--- src/rtl/cpu_pkg.sv ---
// Shared execute-stage constants: flag bus layout, condition encodings and widths.
package cpu_pkg;

    localparam int FLAGS_W = 5;
    localparam int COND_W  = 4;
    localparam int IT_W    = 8;

    localparam int FLAG_N = 4;
    localparam int FLAG_Z = 3;
    localparam int FLAG_C = 2;
    localparam int FLAG_V = 1;
    localparam int FLAG_Q = 0;

    localparam logic [COND_W-1:0] COND_EQ = 4'b0000;
    localparam logic [COND_W-1:0] COND_NE = 4'b0001;
    localparam logic [COND_W-1:0] COND_CS = 4'b0010;
    localparam logic [COND_W-1:0] COND_CC = 4'b0011;
    localparam logic [COND_W-1:0] COND_MI = 4'b0100;
    localparam logic [COND_W-1:0] COND_PL = 4'b0101;
    localparam logic [COND_W-1:0] COND_VS = 4'b0110;
    localparam logic [COND_W-1:0] COND_VC = 4'b0111;
    localparam logic [COND_W-1:0] COND_HI = 4'b1000;
    localparam logic [COND_W-1:0] COND_LS = 4'b1001;
    localparam logic [COND_W-1:0] COND_GE = 4'b1010;
    localparam logic [COND_W-1:0] COND_LT = 4'b1011;
    localparam logic [COND_W-1:0] COND_GT = 4'b1100;
    localparam logic [COND_W-1:0] COND_LE = 4'b1101;
    localparam logic [COND_W-1:0] COND_AL = 4'b1110;

endpackage

--- src/rtl/cond_check.sv ---
// Combinational ARM condition-code evaluator over the registered N, Z, C, V flags.
module cond_check
    import cpu_pkg::*;
(
    input  logic [3:0] cond,
    input  logic [4:1] flags,
    output logic       pass
);

    logic n, z, c, v;

    assign n = flags[FLAG_N];
    assign z = flags[FLAG_Z];
    assign c = flags[FLAG_C];
    assign v = flags[FLAG_V];

    always_comb begin
        // NOTE: default assignment first so no path through the case can infer a latch.
        pass = 1'b1;
        case (cond)
            COND_EQ: pass = z;
            COND_NE: pass = !z;
            COND_CS: pass = c;
            COND_CC: pass = !c;
            COND_MI: pass = n;
            COND_PL: pass = !n;
            COND_VS: pass = v;
            COND_VC: pass = !v;
            COND_HI: pass = c & !z;
            COND_LS: pass = !c | z;
            COND_GE: pass = (n == v);
            COND_LT: pass = (n != v);
            COND_GT: pass = !z & (n == v);
            COND_LE: pass = z | (n != v);
            default: pass = 1'b1;
        endcase
    end

endmodule

--- src/rtl/flag_cond_unit.sv ---
// Execute-stage flag register, IT-block tracker and condition gate for write-enables.
module flag_cond_unit
    import cpu_pkg::*;
#(
    parameter int FLAGS_WIDTH = FLAGS_W,
    parameter int COND_WIDTH  = COND_W
) (
    input  logic                   clk,
    input  logic                   reset,
    input  logic                   stall,
    input  logic                   flush,
    input  logic                   valid_e,
    input  logic [COND_WIDTH-1:0]  cond_e,
    input  logic [1:0]             flag_write_e,
    input  logic                   q_write_e,
    input  logic                   clear_q,
    input  logic [FLAGS_WIDTH-1:0] alu_flags,
    input  logic                   it_start,
    input  logic [COND_WIDTH-1:0]  it_firstcond,
    input  logic [COND_WIDTH-1:0]  it_mask,
    input  logic                   reg_write_e,
    input  logic                   mem_write_e,
    input  logic                   pcsrc_e,
    output logic                   reg_write_g,
    output logic                   mem_write_g,
    output logic                   pcsrc_g,
    output logic                   cond_ex,
    output logic [FLAGS_WIDTH-1:0] flags,
    output logic                   carry_out,
    output logic                   it_active
);

    logic [IT_W-1:0]       it_state;
    logic [COND_WIDTH-1:0] eff_cond;
    logic                  cond_pass;
    logic                  gate;
    logic                  commit;

    assign it_active = |it_state[3:0];
    assign eff_cond  = it_active ? it_state[7:4] : cond_e;

    cond_check u_cond_check (
        .cond  (eff_cond),
        .flags (flags[FLAG_N:FLAG_V]),
        .pass  (cond_pass)
    );

    // The IT instruction itself always executes, whatever block it interrupts.
    assign cond_ex = it_start | cond_pass;

    assign gate        = cond_ex & valid_e & !flush;
    assign reg_write_g = reg_write_e & gate;
    assign mem_write_g = mem_write_e & gate;
    assign pcsrc_g     = pcsrc_e & gate;

    assign commit    = valid_e & !stall & !flush & cond_ex;
    assign carry_out = flags[FLAG_C];

    // NOTE: registers use non-blocking assignments and reset asynchronously so state clears without a clock.
    always_ff @(posedge clk or posedge reset) begin
        if (reset) begin
            flags <= '0;
        end else if (commit) begin
            if (flag_write_e[1]) begin
                flags[FLAG_N] <= alu_flags[FLAG_N];
                flags[FLAG_Z] <= alu_flags[FLAG_Z];
            end
            if (flag_write_e[0]) begin
                flags[FLAG_C] <= alu_flags[FLAG_C];
                flags[FLAG_V] <= alu_flags[FLAG_V];
            end
            flags[FLAG_Q] <= (flags[FLAG_Q] & !clear_q) | (q_write_e & alu_flags[FLAG_Q]);
        end
    end

    always_ff @(posedge clk or posedge reset) begin
        if (reset) begin
            it_state <= '0;
        end else if (flush) begin
            it_state <= '0;
        end else if (stall) begin
            it_state <= it_state;
        end else if (valid_e && it_start) begin
            it_state <= {it_firstcond, it_mask};
        end else if (valid_e && it_active) begin
            // Condition base [7:5] stays; the mask and condition LSB shift together.
            if (it_state[2:0] == 3'b000) begin
                it_state <= '0;
            end else begin
                it_state[4:0] <= {it_state[3:0], 1'b0};
            end
        end
    end

endmodule
--- config.mk ---
export PLATFORM = sky130hd
export DESIGN_NAME = flag_cond_unit
export DESIGN_NICKNAME = d
export VERILOG_FILES = /design/src/rtl/cpu_pkg.sv /design/src/rtl/cond_check.sv /design/src/rtl/flag_cond_unit.sv
export SDC_FILE = /design/constraint.sdc
export NUM_CORES = 1
export LEC_CHECK = 0
export ABC_AREA = 1
export BUFFER_PORTS_ARGS = -buffer_cell sky130_fd_sc_hd__buf_2
export CORE_AREA = 2 2 60 62
export DETAILED_ROUTE_END_ITERATION = 8
export DIE_AREA = 0 0 62 64
export PLACE_DENSITY = 0.51
export SYNTH_ARGS = -nofsm -noshare
export SYNTH_HDL_FRONTEND = slang
export SYNTH_SLANG_ARGS = --single-unit
--- constraint.sdc ---
create_clock -name clk -period 2.2 [get_ports clk]
set_clock_uncertainty 0.05 [all_clocks]
set_input_delay 0.55 -clock clk [delete_from_list [all_inputs] [get_ports clk]]
set_output_delay 0.55 -clock clk [all_outputs]
set_load 0.03 [all_outputs]
# Yosys cells after proc, flatten, opt, wreduce, memory -nomap -nowiden
# Index checks and enable logic that the tools add are counted.
[totals]
mem_bits_rw = 0
latch_bits = 0
n_memories = 0
register_bits = 13
mem_bits_ro = 0
inputBits = 30
out_inout_bits = 11
wordCells = 63
[op_classes]
n_shift = 0
muxes = 8
bitwise_logic = 16
reduce_logical = 18
eq_ne = 16
mul = 0
n_addsub = 0
n_lt_le_gt_ge = 0
n_div = 0
[op_table]
columns = ["operator", "n"]
rows = [
  ["2-to-1 mux 8 bit", 4],
  ["== test 4 bit (second input constant)", 6],
  ["== test 4 x 3 -> 1 bit (second input constant)", 4],
  ["case mux 1 bit (14 select lines)", 1],
  ["bitwise AND 1 bit", 12],
  ["== test 4 x 2 -> 1 bit (second input constant)", 2],
  ["logical NOT 1 bit", 7],
  ["AND reduction 2 bit", 3],
  ["nonzero test 3 bit", 2],
  ["2-to-1 mux 5 bit", 1],
  ["== test 4 x 1 -> 1 bit (second input constant)", 1],
  ["logical NOT 4 bit", 1],
  ["2-to-1 mux 4 bit", 1],
  ["OR 1 bit", 4],
  ["OR reduction 4 bit", 1],
  ["logical NOT 3 bit", 1],
  ["2-to-1 mux 3 bit", 1],
  ["AND reduction 3 bit", 1],
  ["logical AND 1 bit", 2],
  ["!= test 2 x 1 -> 1 bit (second input constant)", 1],
  ["== test 1 bit", 1],
  ["!= test 1 bit", 1],
]

# Logic depth before layout (Yosys ltp)
# Gate-level depths: netlist of the first run.
[logic_depth]
ltp_word = 8
mapped_depth = 14

# Hierarchy
# Synthesis of the first run repeated with hierarchy kept, for this count alone.
[unflattened]
hier_cells = 158
area_unflattened_um2 = 982.2
[modules_own_cells]
columns = ["module", "cells_per_inst", "n_inst", "area_per_inst_um2"]
rows = [
  ["flag_cond_unit", 108, 1, 777.0],
  ["cond_check", 50, 1, 205.2],
]

# Worst setup path before layout of the first run
# Ideal clock, no wire load.
[synth_timing]
path_type = "register -> output"
startpoint = "register it_state[0]"
endpoint = "output port mem_write_g"
setup_slack_ns = -0.342
arrival_time_ns = 1.942
path_buffers = 0
stages_incl_launch_ff = 12
cell_sequence = "dfrtp_1 > nor2_4 > nand2_4 > nand2_1 > nand3_1 > o21ai_1 > nand2_1 > nand3_1 > nand3_2 > nand3_4 > nand3_2 > nor2_1"
[synth_between]
elab_chain_len = 8
elab_cells_between_ends = 21
classes_between = "13 x eq/ne; 2 x mux; 4 x bitwise; 2 x reduce/logical"
[synth_lines]
columns = ["item", "line_no", "rtl"]
rows = [
  ["start: declaration", "flag_cond_unit.sv:33", "logic [IT_W-1:0] it_state;"],
  ["start signal: assignment", "flag_cond_unit.sv:82", "it_state <= it_state;"],
  ["start signal: assignment", "flag_cond_unit.sv:84", "it_state <= {it_firstcond, it_mask};"],
  ["start signal: assignment", "flag_cond_unit.sv:90", "it_state[4:0] <= {it_state[3:0], 1'b0};"],
  ["OR reduction 4 bit *", "flag_cond_unit.sv:39", "assign it_active = |it_state[3:0];"],
  ["named net it_active", "flag_cond_unit.sv:30", "output logic it_active"],
  ["2-to-1 mux 4 bit *", "flag_cond_unit.sv:40", "assign eff_cond = it_active ? it_state[7:4] : cond_e;"],
  ["== test 4 bit (tied with other cells)", "cond_check.sv:20", "case (cond)"],
  ["case mux 1 bit (14 select lines) *", "cond_check.sv:20", ""],
  ["OR 1 bit *", "flag_cond_unit.sv:49", "assign cond_ex = it_start | cond_pass;"],
  ["named net cond_ex", "flag_cond_unit.sv:27", "output logic cond_ex,"],
  ["bitwise AND 1 bit * (2 in a row)", "flag_cond_unit.sv:51", "assign gate = cond_ex & valid_e & !flush;"],
  ["bitwise AND 1 bit *", "flag_cond_unit.sv:53", "assign mem_write_g = mem_write_e & gate;"],
  ["end: declaration", "flag_cond_unit.sv:25", "output logic mem_write_g,"],
]
# Mark *: on every way through the listed nets, which the timed path passes. The rest lies on a longest branch.

# Worst setup path after layout of the first run
[layout_timing]
startpoint = "register it_state[1]"
endpoint = "output port mem_write_g"
[layout_between]
elab_chain_len = 8
elab_cells_between_ends = 21
classes_between = "13 x eq/ne; 2 x mux; 4 x bitwise; 2 x reduce/logical"
[layout_lines]
columns = ["item", "line_no"]
rows = [
  ["OR reduction 4 bit *", "flag_cond_unit.sv:39"],
  ["2-to-1 mux 4 bit *", "flag_cond_unit.sv:40"],
  ["== test 4 bit (tied with other cells)", "cond_check.sv:20"],
  ["case mux 1 bit (14 select lines) *", "cond_check.sv:20"],
  ["OR 1 bit *", "flag_cond_unit.sv:49"],
  ["bitwise AND 1 bit * (2 in a row)", "flag_cond_unit.sv:51"],
  ["bitwise AND 1 bit *", "flag_cond_unit.sv:53"],
]
# Every way passes the cells marked *; elsewhere a longest branch is shown, timed or not.

==> flow_metrics.tcl, run 1 <==
set metrics [dict create \
    use_met3 0.0202 \
    grt_pass1_wl_mm 4.27 \
    violations "negative setup slack" \
    instances_no_fill 241 \
    critPathKind "reg2out" \
    io_buffers 40 \
    antenna_found_initial 0 \
    synth-compound-area-share 0.0944 \
    finalHoldViolCount 0 \
    finalWirelength_mm 2.61 \
    power_frac_clock 0.177 \
    grt_pass1_vias 1010 \
    wl_per_cell_um 10.8 \
    use_met2 0.199 \
    synth-simple-area-share 0.447 \
    gp_congestion 0.911 \
    num_vias 1102 \
    drive_above_1_share 0.477 \
    rsz0062_at_grt "true" \
    dp_cells 233 \
    coreArea_sq_um 3280 \
    worst_slack_ps -464 \
    drt_iter0_drc 22 \
    yosys_warnings 0 \
    seq_area_frac_synth 0.341 \
    power_frac_seq 0.336 \
    worst_slew_pin_slew_ps 528 \
    htreeDepth 1 \
    mostFrequentLayoutCell "buf_2" \
    p_int_uw 504 \
    areaGrowthSynthToFinish_pct 53.6 \
    grt_max_degree 14 \
    max_freq_ghz 0.375 \
    status "finished with violations" \
    synth_nets 165 \
    final_area_sq_um 1470 \
    yosys.area.top_type "dfrtp_1" \
    setup_violations 4 \
    synth_adder_area_share 0 \
    synthesis.area_sq_um 955 \
    n_antenna_cell 0 \
    final_cell_mix "buf_2 (36), nand2_1 (27), inv_1 (21)" \
    maxSlewViolCount 0 \
    ir_drop_uv 171 \
    grt-ovfl-total 0 \
    syn_inst 135 \
    routed_via_density 4.57 \
    worstPathArrival_ps 2060 \
    cts.sinks 13 \
    pwr_density_cell_nw_per_um2 599 \
    power_leakage_uw 0.000811 \
    synth_top_cells_by_area "dfrtp_1 (34%), nand2_1 (12%), inv_1 (8.7%), nand3_1 (7.3%), nand2_2 (5.2%)" \
    grtUsageTotal 0.144 \
    initial_core_util 0.291 \
    antenna_left 0 \
    crit_path_end_kind "output pin" \
    synth_top_family_by_area "simple AND/OR/NAND/NOR gates" \
    critical_path_required_ps 1600 \
    use_met1 0.205 \
    synth_cell_types 22 \
    period_share 1.21 \
    die_h_um 64 \
    switching_share 0.427 \
    drt_pass1_iterations 4 \
    cp_max_fo 7 \
    dpl.hpwl_mm 2.06 \
    avgSynthCellArea_sq_um 7.07 \
    max_cap_viol_count 0 \
    timing.setup.tns_ps -1730 \
    min_path_type "in2async" \
    clk_transition_reported_paths_ps 90 \
    fin_nets 226 \
    clkLatencyLatePin_ps 290 \
    hold_buffers 0 \
    cts_buffers 3 \
    pwr-share-comb 0.487 \
    synth_top_area_share 0.341 \
    cts_tree "yes" \
    maxSlewHeadroom 0.648 \
    ios 41 \
    root_buffer "clkbuf_4" \
    worstSetupStartpointType "flop" \
    die_w_um 62 \
    die_area_sq_um 3970 \
    postPlaceCellArea_sq_um 1330 \
    drc_errors 0 \
    core.rowCount 21 \
    synth-xor-area-share 0.00917 \
    grt_busiest_layer "met1" \
    muxShareOfSynthArea 0.0105 \
    clk_path_buf_depth 2 \
    ys_ff_latch 13 \
    p_switching_uw 375 \
    post-route-min-period_ps 2660 \
]
[sequential cells by signal, summed over array words and instances, names as in the netlist]
signal	cells
it_state	8
flags	5
[logic make-up after synthesis]
kind of cell,after synthesis
and+or+nand+nor,80
buffers and inverters,24
AOI/OAI and AO/OA,16
DFF,13
xor gates and xnor gates,1
muxes,1
[cell usage after synthesis]
cell type  count
nand2_1       31
inv_1         22
nand3_1       14
dfrtp_1       13
nor2_1        10
nand2_2        8
o21ai_0        8
nand4_1        7
nand3_2        5
o21ai_1        3
a21oi_1        2
nor2_4         2
a22o_1         1
a22oi_1        1
buf_4          1
inv_2          1
mux2i_1        1
nand2_4        1
nand3_4        1
nand3b_1       1
o32ai_1        1
xor2_1         1
[metrics by stage]
stage          setup WS [ps]  total power (uW)   util  hold slack [ps]
2_1_floorplan           -187               556      -              377
3_3_place_gp            -193               684  0.406              447
3_5_place_dp            -190               686  0.406              448
4_1_cts                 -418               867  0.434              258
5_1_grt                 -652               945  0.446              273
6_report                -464               879  0.446              235
[routing by layer]
layer	vias up	share of wire	wire, um
met4	0	0.035	92
met3	10	0.046	120
met1	494	0.45	1170
li1	563	-	-
met2	35	0.47	1220
met5	-	0	0
[power groups by stage]
| stage | clock, uW | sequential (uW) | combinational (uW) |
|---|---|---|---|
| final | 156 | 295 | 428 |
| after global routing | 175 | 299 | 471 |
| after CTS | 161 | 294 | 411 |
| after detailed placement | 0 | 299 | 387 |
| after global placement | 0 | 299 | 385 |
| after floorplan | 0 | 350 | 207 |
[path summary, 6_finish.rpt]
check / startpoint / end / slack (ps) / depth (start not counted)
max: it_state[1] / mem_write_g / -460 / 12
min reg2reg: flags[3] / flags[3] / 470 / 2
min in group clk: alu_flags[3] / flags[3] / 470 / 3
max in group asynchronous: reset / flags[3] / 1510 / 2
max reg2reg: it_state[1] / flags[0] / 190 / 15
min: reset / it_state[1] / 240 / 2
[what timing repair did]
action / CTS / global route
gates resized for setup: 12 / 10
pin swaps: 5 / 3
setup endpoints to repair: 4 / 8
setup buffers: 3 / 1
[layout make-up]
| class | count | area, sq um |
|---|---|---|
| clock buffers | 3 | 22.5 |
| clock inverters | 1 | 5.00 |
| fillers | 346 | 1820 |
| inverters | 23 | 86.3 |
| multi-input cells | 98 | 613 |
| flip-flops and latches | 13 | 325 |
| well taps | 46 | 57.6 |
| repair buffers | 57 | 357 |
[critical path, cell delays in order, from the launching register on]
cell,delay [ps]
dfrtp_1,420
nor2_4,230
nand2_4,110
nand2_2,90
nand3_1,110
nor2_1,110
nand3_1,100
nand3_2,90
nand2_2,60
nand3_4,90
nand3_4,110
nor2_4,130
buf_6,130
(Power assumes the default switching activity.)
==> inputs of run 2 (changes only) <==
--- a/config.mk
+++ b/config.mk
@@ -6,7 +6,7 @@
 export NUM_CORES = 1
 export LEC_CHECK = 0
 export ABC_AREA = 1
-export BUFFER_PORTS_ARGS = -buffer_cell sky130_fd_sc_hd__buf_2
+export BUFFER_PORTS_ARGS = -buffer_cell sky130_fd_sc_hd__buf_4
 export CORE_AREA = 2 2 60 62
 export DETAILED_ROUTE_END_ITERATION = 8
 export DIE_AREA = 0 0 62 64
==> constraint.sdc (replaced) <==
create_clock -name clk -period 2.2 [get_ports clk]
set_clock_uncertainty 0.05 [all_clocks]
set_input_delay 0.22 -clock clk [delete_from_list [all_inputs] [get_ports clk]]
set_output_delay 0.22 -clock clk [all_outputs]
set_load 0.03 [all_outputs]
==> run 2 against run 1 <==
Against the previous run:
- the run still ends with negative setup slack left
- sequential cell count did not move
- setup slack improved by 370 ps
- clock power barely moved
- count of clock-buffer cells in the layout did not move
- non-clock buffer count fell by 9
- critical path type unchanged
- critical endpoint is now pcsrc_g
- first-iteration DRC count rose to 4.4 times the previous value
- sequential power rose by 3%
- critical path depth did not move
- cell count fell by 3.7%
- routed wire length fell by 0.38%
==> flow_metrics.tcl, run 2 (same netlist as run 1, synthesis figures left out) <==
set metrics [dict create \
    fin_util 0.441 \
    whs_ps 138 \
    ir_drop_uv 210 \
    clk_path_buf_depth 2 \
    max_freq_ghz 0.435 \
    setup_violations 4 \
    max_stage_delay_ps 410 \
    instances_no_fill 232 \
    cts_tree "yes" \
    grt_max_degree 14 \
    min_path_type "in2reg" \
    status "finished with violations" \
    grt_pass1_wl_mm 4.49 \
    maxSlewViolCount 0 \
    timing.setup.tns_ps -355 \
    worstSetupStartpointType "flop" \
    post-route-min-period_ps 2300 \
    hold_path_startpoint "alu_flags[4]" \
    areaGrowthSynthToFinish_pct 51.6 \
    dp_cells 222 \
    cts_buffers 3 \
    worstReg2RegStart "it_state[2]" \
    maxSlewHeadroom 0.632 \
    worstPathArrival_ps 2030 \
    drt_iter0_drc 97 \
    final_cell_mix "buf_4 (44), nand2_1 (30), inv_1 (22)" \
    regMostFlops "it_state" \
    drc_errors 0 \
    io_buffers 40 \
    routed_via_density 4.56 \
    wl_per_cell_um 11.2 \
    gp_congestion 0.965 \
    core.rowCount 21 \
    clkLatencyLatePin_ps 270 \
    pwr_density_cell_nw_per_um2 601 \
    htreeDepth 1 \
    nFillCells 329 \
    num_vias 1059 \
    antenna_found_initial 0 \
    worst_r2r_endpoint "flags[0]" \
    clk_transition_reported_paths_ps 90 \
    reg_top3 "it_state x8, flags x5" \
    grt_pass1_vias 985 \
    die_area_sq_um 3970 \
    worst_slack_ps -97.9 \
    rrSetupSlack_ps 270 \
    grt-ovfl-total 0 \
    critical_path_required_ps 1930 \
    worstRegToRegCells 14 \
    rsz0062_at_grt "true" \
    mostFrequentLayoutCell "buf_4" \
    cp_max_fo 7 \
    coreArea_sq_um 3280 \
    power_leakage_uw 0.000785 \
    finalWirelength_mm 2.60 \
    grtUsageTotal 0.149 \
    dpl.hpwl_mm 2.12 \
    fin_nets 217 \
    min_to "flags[4]" \
    period_share 1.04 \
    crit_chain "nor2_4 > nand2_4 > nand2_2 > nand2_2 > o21ai_1 > nand2_1 > nand3_2 > nand3_2 > nand3_4 > nand3_4 > nor2_2 > buf_6" \
    cts.sinks 13 \
    ios 41 \
    antenna_left 0 \
    root_buffer "clkbuf_4" \
    drive_above_1_share 0.419 \
    max_cap_viol_count 0 \
    n_antenna_cell 0 \
    cp_slowest_cell "dfrtp_1" \
    critPathKind "reg2out" \
    crit_path_end_kind "output pin" \
    worst_slew_pin_slew_ps 550 \
    post-place-ws_ps 142 \
    die_w_um 62 \
    initial_core_util 0.291 \
    worstHoldPathCells 3 \
    drt_pass1_iterations 4 \
    die_h_um 64 \
    finalHoldViolCount 0 \
    violations "negative setup slack" \
    largest_reg_flops 8 \
]
==> run 2: worst max path at each step <==
stage / startpoint / end / slack, ps / depth (start not counted)
4_1_cts: it_state[3] / pcsrc_g / -110 / 12
6_report: it_state[2] / pcsrc_g / -100 / 12
3_3_place_gp: it_state[0] / mem_write_g / 240 / 12
3_5_place_dp: it_state[0] / mem_write_g / 140 / 12
5_1_grt: it_state[2] / mem_write_g / -290 / 14
2_1_floorplan: it_state[0] / mem_write_g / -10 / 11
==> run 2: area by class of cell <==
type                            count  area, sq um  share of cell area
Multi-Input combinational cell     98          577               0.398
Timing Repair Buffer               48          374               0.258
Sequential cell                    13          325               0.225
Inverter                           23         86.3              0.0596
Tap cell                           46         57.6              0.0398
Clock buffer                        3         22.5              0.0156
Clock inverter                      1         5.00             0.00346
==> run 2: per-layer routing <==
metal	global-route usage	part of all wire	vias up
li1	-	-	545
met1	0.224	0.46	484
met2	0.216	0.48	28
met3	0.0162	0.050	2
met5	0	0	-
met4	0.0559	0.012	0
==> run 2: repair_timing <==
item	CTS	global route
setup endpoints to repair	3	9
gates resized for setup	11	2
endpoints found under the hold margin	13	0
hold buffers	1	0
pin swaps	6	4
setup buffers	5	1
==> run 2: where the power goes <==
part	leakage [uW]	switching [uW]	total, uW	internal [uW]
clock	0.0000177	85.8	153	67.4
combinational	0.000594	242	412	170
sequential	0.000173	36.1	305	269
total	0.000785	363	870	506
==> run 2: worst max-delay path, delay by kind of cell (launching register included) <==
family / cells / cell delay [ps]
AO/OA/AOI/OAI: 1 / 120
flip-flops: 1 / 410
AND/OR/NAND/NOR: 10 / 1080
buffers and inverters: 1 / 140
==> run 2: metrics by stage <==
stage                     total power (uW)  instance area [sq um]
after detailed placement               693                   1320
after floorplan                        549                    955
final                                  870                   1450
after global placement                 689                   1320
after global routing                   935                   1450
after CTS                              872                   1440
==> inputs of run 3 (changes only) <==
--- a/config.mk
+++ b/config.mk
@@ -7,9 +7,10 @@
 export LEC_CHECK = 0
 export ABC_AREA = 1
 export BUFFER_PORTS_ARGS = -buffer_cell sky130_fd_sc_hd__buf_4
-export CORE_AREA = 2 2 60 62
+export CORE_AREA = 2 2 63 59
 export DETAILED_ROUTE_END_ITERATION = 8
-export DIE_AREA = 0 0 62 64
+export DIE_AREA = 0 0 65 61
+export MAX_ROUTING_LAYER = met4
 export PLACE_DENSITY = 0.51
 export SYNTH_ARGS = -nofsm -noshare
 export SYNTH_HDL_FRONTEND = slang
==> run 3 against run 2 <==
Against the previous run:
- the flow finishes with violations (negative hold slack, negative setup slack)
- sequential power hardly changed
- register-to-register slack worse by 70 ps
- first-iteration DRC count decreased by 43%
- final area fell by 0.43%
- non-clock buffer count shrank 2
- power up 7.0%
- routed wire length increased by 4.0%
- largest cell class unchanged
- highest routed layer unchanged
==> flow_metrics.tcl, run 3 (same netlist as run 1, synthesis figures left out) <==
set metrics [dict create \
    power_frac_seq 0.327 \
    clk_path_buf_depth 2 \
    pwr_density_cell_nw_per_um2 646 \
    initial_core_util 0.291 \
    finalWirelength_mm 2.70 \
    setup_violations 4 \
    p_int_uw 564 \
    mostFrequentLayoutCell "buf_4" \
    violations "negative hold slack, negative setup slack" \
    rsz0062_at_grt "true" \
    maxSlewHeadroom 0.585 \
    crit_chain "nor2_4 > nand2_4 > nand2_2 > nand2_2 > o21ai_1 > nand2_1 > nand3_2 > nand3_2 > nand3_4 > nand3_4 > nor2_2 > buf_6" \
    max_cap_viol_count 0 \
    max_freq_ghz 0.444 \
    crit_path_end_kind "output pin" \
    grt-ovfl-total 0 \
    dpl.hpwl_mm 2.15 \
    power_uw 931 \
    p_switching_uw 367 \
    status "finished with violations" \
    areaGrowthSynthToFinish_pct 51.0 \
    nFillCells 332 \
    crit_buf_inv 1 \
    drt_pass1_iterations 4 \
    worst_slack_ps -52.8 \
    root_buffer "clkbuf_8" \
    reg_top3 "it_state x8, flags x5" \
    final_area_sq_um 1440 \
    max_stage_delay_ps 410 \
    cts.sinks 13 \
    drc_errors 0 \
    coreArea_sq_um 3280 \
    maxSlewViolCount 0 \
    htreeDepth 1 \
    worstPathArrival_ps 1980 \
    n_antenna_cell 0 \
    wl_per_cell_um 11.9 \
    core.rowCount 20 \
    period_share 1.02 \
    clk_transition_reported_paths_ps 60 \
    largest_reg_flops 8 \
    power_frac_clock 0.238 \
    pwr-share-comb 0.435 \
    gp_congestion 0.911 \
    whs_ps -24.9 \
    ir_drop_uv 277 \
    finalHoldViolCount 13 \
    grt_max_degree 14 \
    final_cell_mix "buf_4 (42), nand2_1 (29), inv_1 (22)" \
    postPlaceCellArea_sq_um 1310 \
    grt_pass1_vias 1022 \
    post-route-min-period_ps 2250 \
    hold_buffers 0 \
    cts_buffers 3 \
    min_path_type "in2async" \
    power_leakage_uw 0.000775 \
    regMostFlops "it_state" \
    critPathKind "reg2out" \
    cp_max_fo 7 \
    antenna_left 0 \
    worst_slew_pin_slew_ps 616 \
    critical_path_required_ps 1930 \
    ios 41 \
    fin_nets 215 \
    num_vias 1062 \
    cts_tree "yes" \
    grtUsageTotal 0.159 \
    grt_pass1_wl_mm 4.66 \
    clkLatencyLatePin_ps 240 \
    drt_iter0_drc 55 \
    cp_slowest_cell "dfrtp_1" \
    die_h_um 61 \
    switching_share 0.394 \
    antenna_found_initial 0 \
    worstSetupStartpointType "flop" \
    die_w_um 65 \
    routed_via_density 4.66 \
    drive_above_1_share 0.408 \
    io_buffers 40 \
    crit_family "simple AND/OR/NAND/NOR gates" \
    die_area_sq_um 3970 \
]
-- run 3: through the flow --
stage,utilization,hold WS (ps),setup WS [ps],setup TNS (ps),instances
2_1_floorplan,-,47.0,-12.1,-36.2,135
3_3_place_gp,0.400,264,227,0,219
3_5_place_dp,0.400,268,166,0,219
4_1_cts,0.428,0.502,-50.0,-159,228
5_1_grt,0.440,33.6,-214,-809,228
6_report,0.440,-24.9,-52.8,-173,228
-- run 3: final timing paths --
path | end | from | cells past startpoint | slack [ps]
setup reg to reg | flags[4] | it_state[2] | 14 | 200
hold reg to reg | it_state[4] | it_state[4] | 2 | 440
max in group asynchronous | it_state[7] | reset | 2 | 1760
setup / recovery | pcsrc_g | it_state[2] | 12 | -50
min in group clk | flags[3] | alu_flags[3] | 3 | 170
hold / removal | flags[0] | reset | 2 | -20
-- run 3: final cells by class --
cell class                 count  area (sq um)  area share
tap                           44          55.1      0.0382
multi-input combinational     98           569       0.395
sequential                    13           325       0.226
clock buffer                   4          45.0      0.0313
inverter                      23          86.3      0.0599
timing repair buffer          46           360       0.250
-- run 3: what timing repair did --
item / CTS / global route
pin swaps: 5 / 4
gates resized for setup: 3 / 10
setup endpoints to repair: 3 / 4
setup buffers: 5 / 0
-- run 3: worst reg2reg max path, cell delays in order (launching register included) --
cell     delay [ps]
dfrtp_1         410
nor2_4          230
nand2_4         110
nand2_2          70
nand2_2          70
o21ai_1         130
nand2_1          90
nand3_2          80
nand3_2         100
nand3_4         100
buf_4           120
buf_6           120
nand3_2          70
nand2_1          90
nand2_1          50
-- run 3: power groups by stage --
stage	Combinational, uW	Sequential, uW	Clock [uW]
2_1_floorplan	199	350	0
3_3_place_gp	379	309	0
3_5_place_dp	383	309	0
4_1_cts	395	305	233
5_1_grt	446	311	244
6_report	405	304	222
-- run 3: routing by layer --
metal	vias to the layer above	track usage	share of wire
met3	2	0.0427	0.063
met5	-	-	0
met4	0	0.0365	0.0063
li1	539	-	-
met2	36	0.249	0.44
met1	485	0.206	0.49
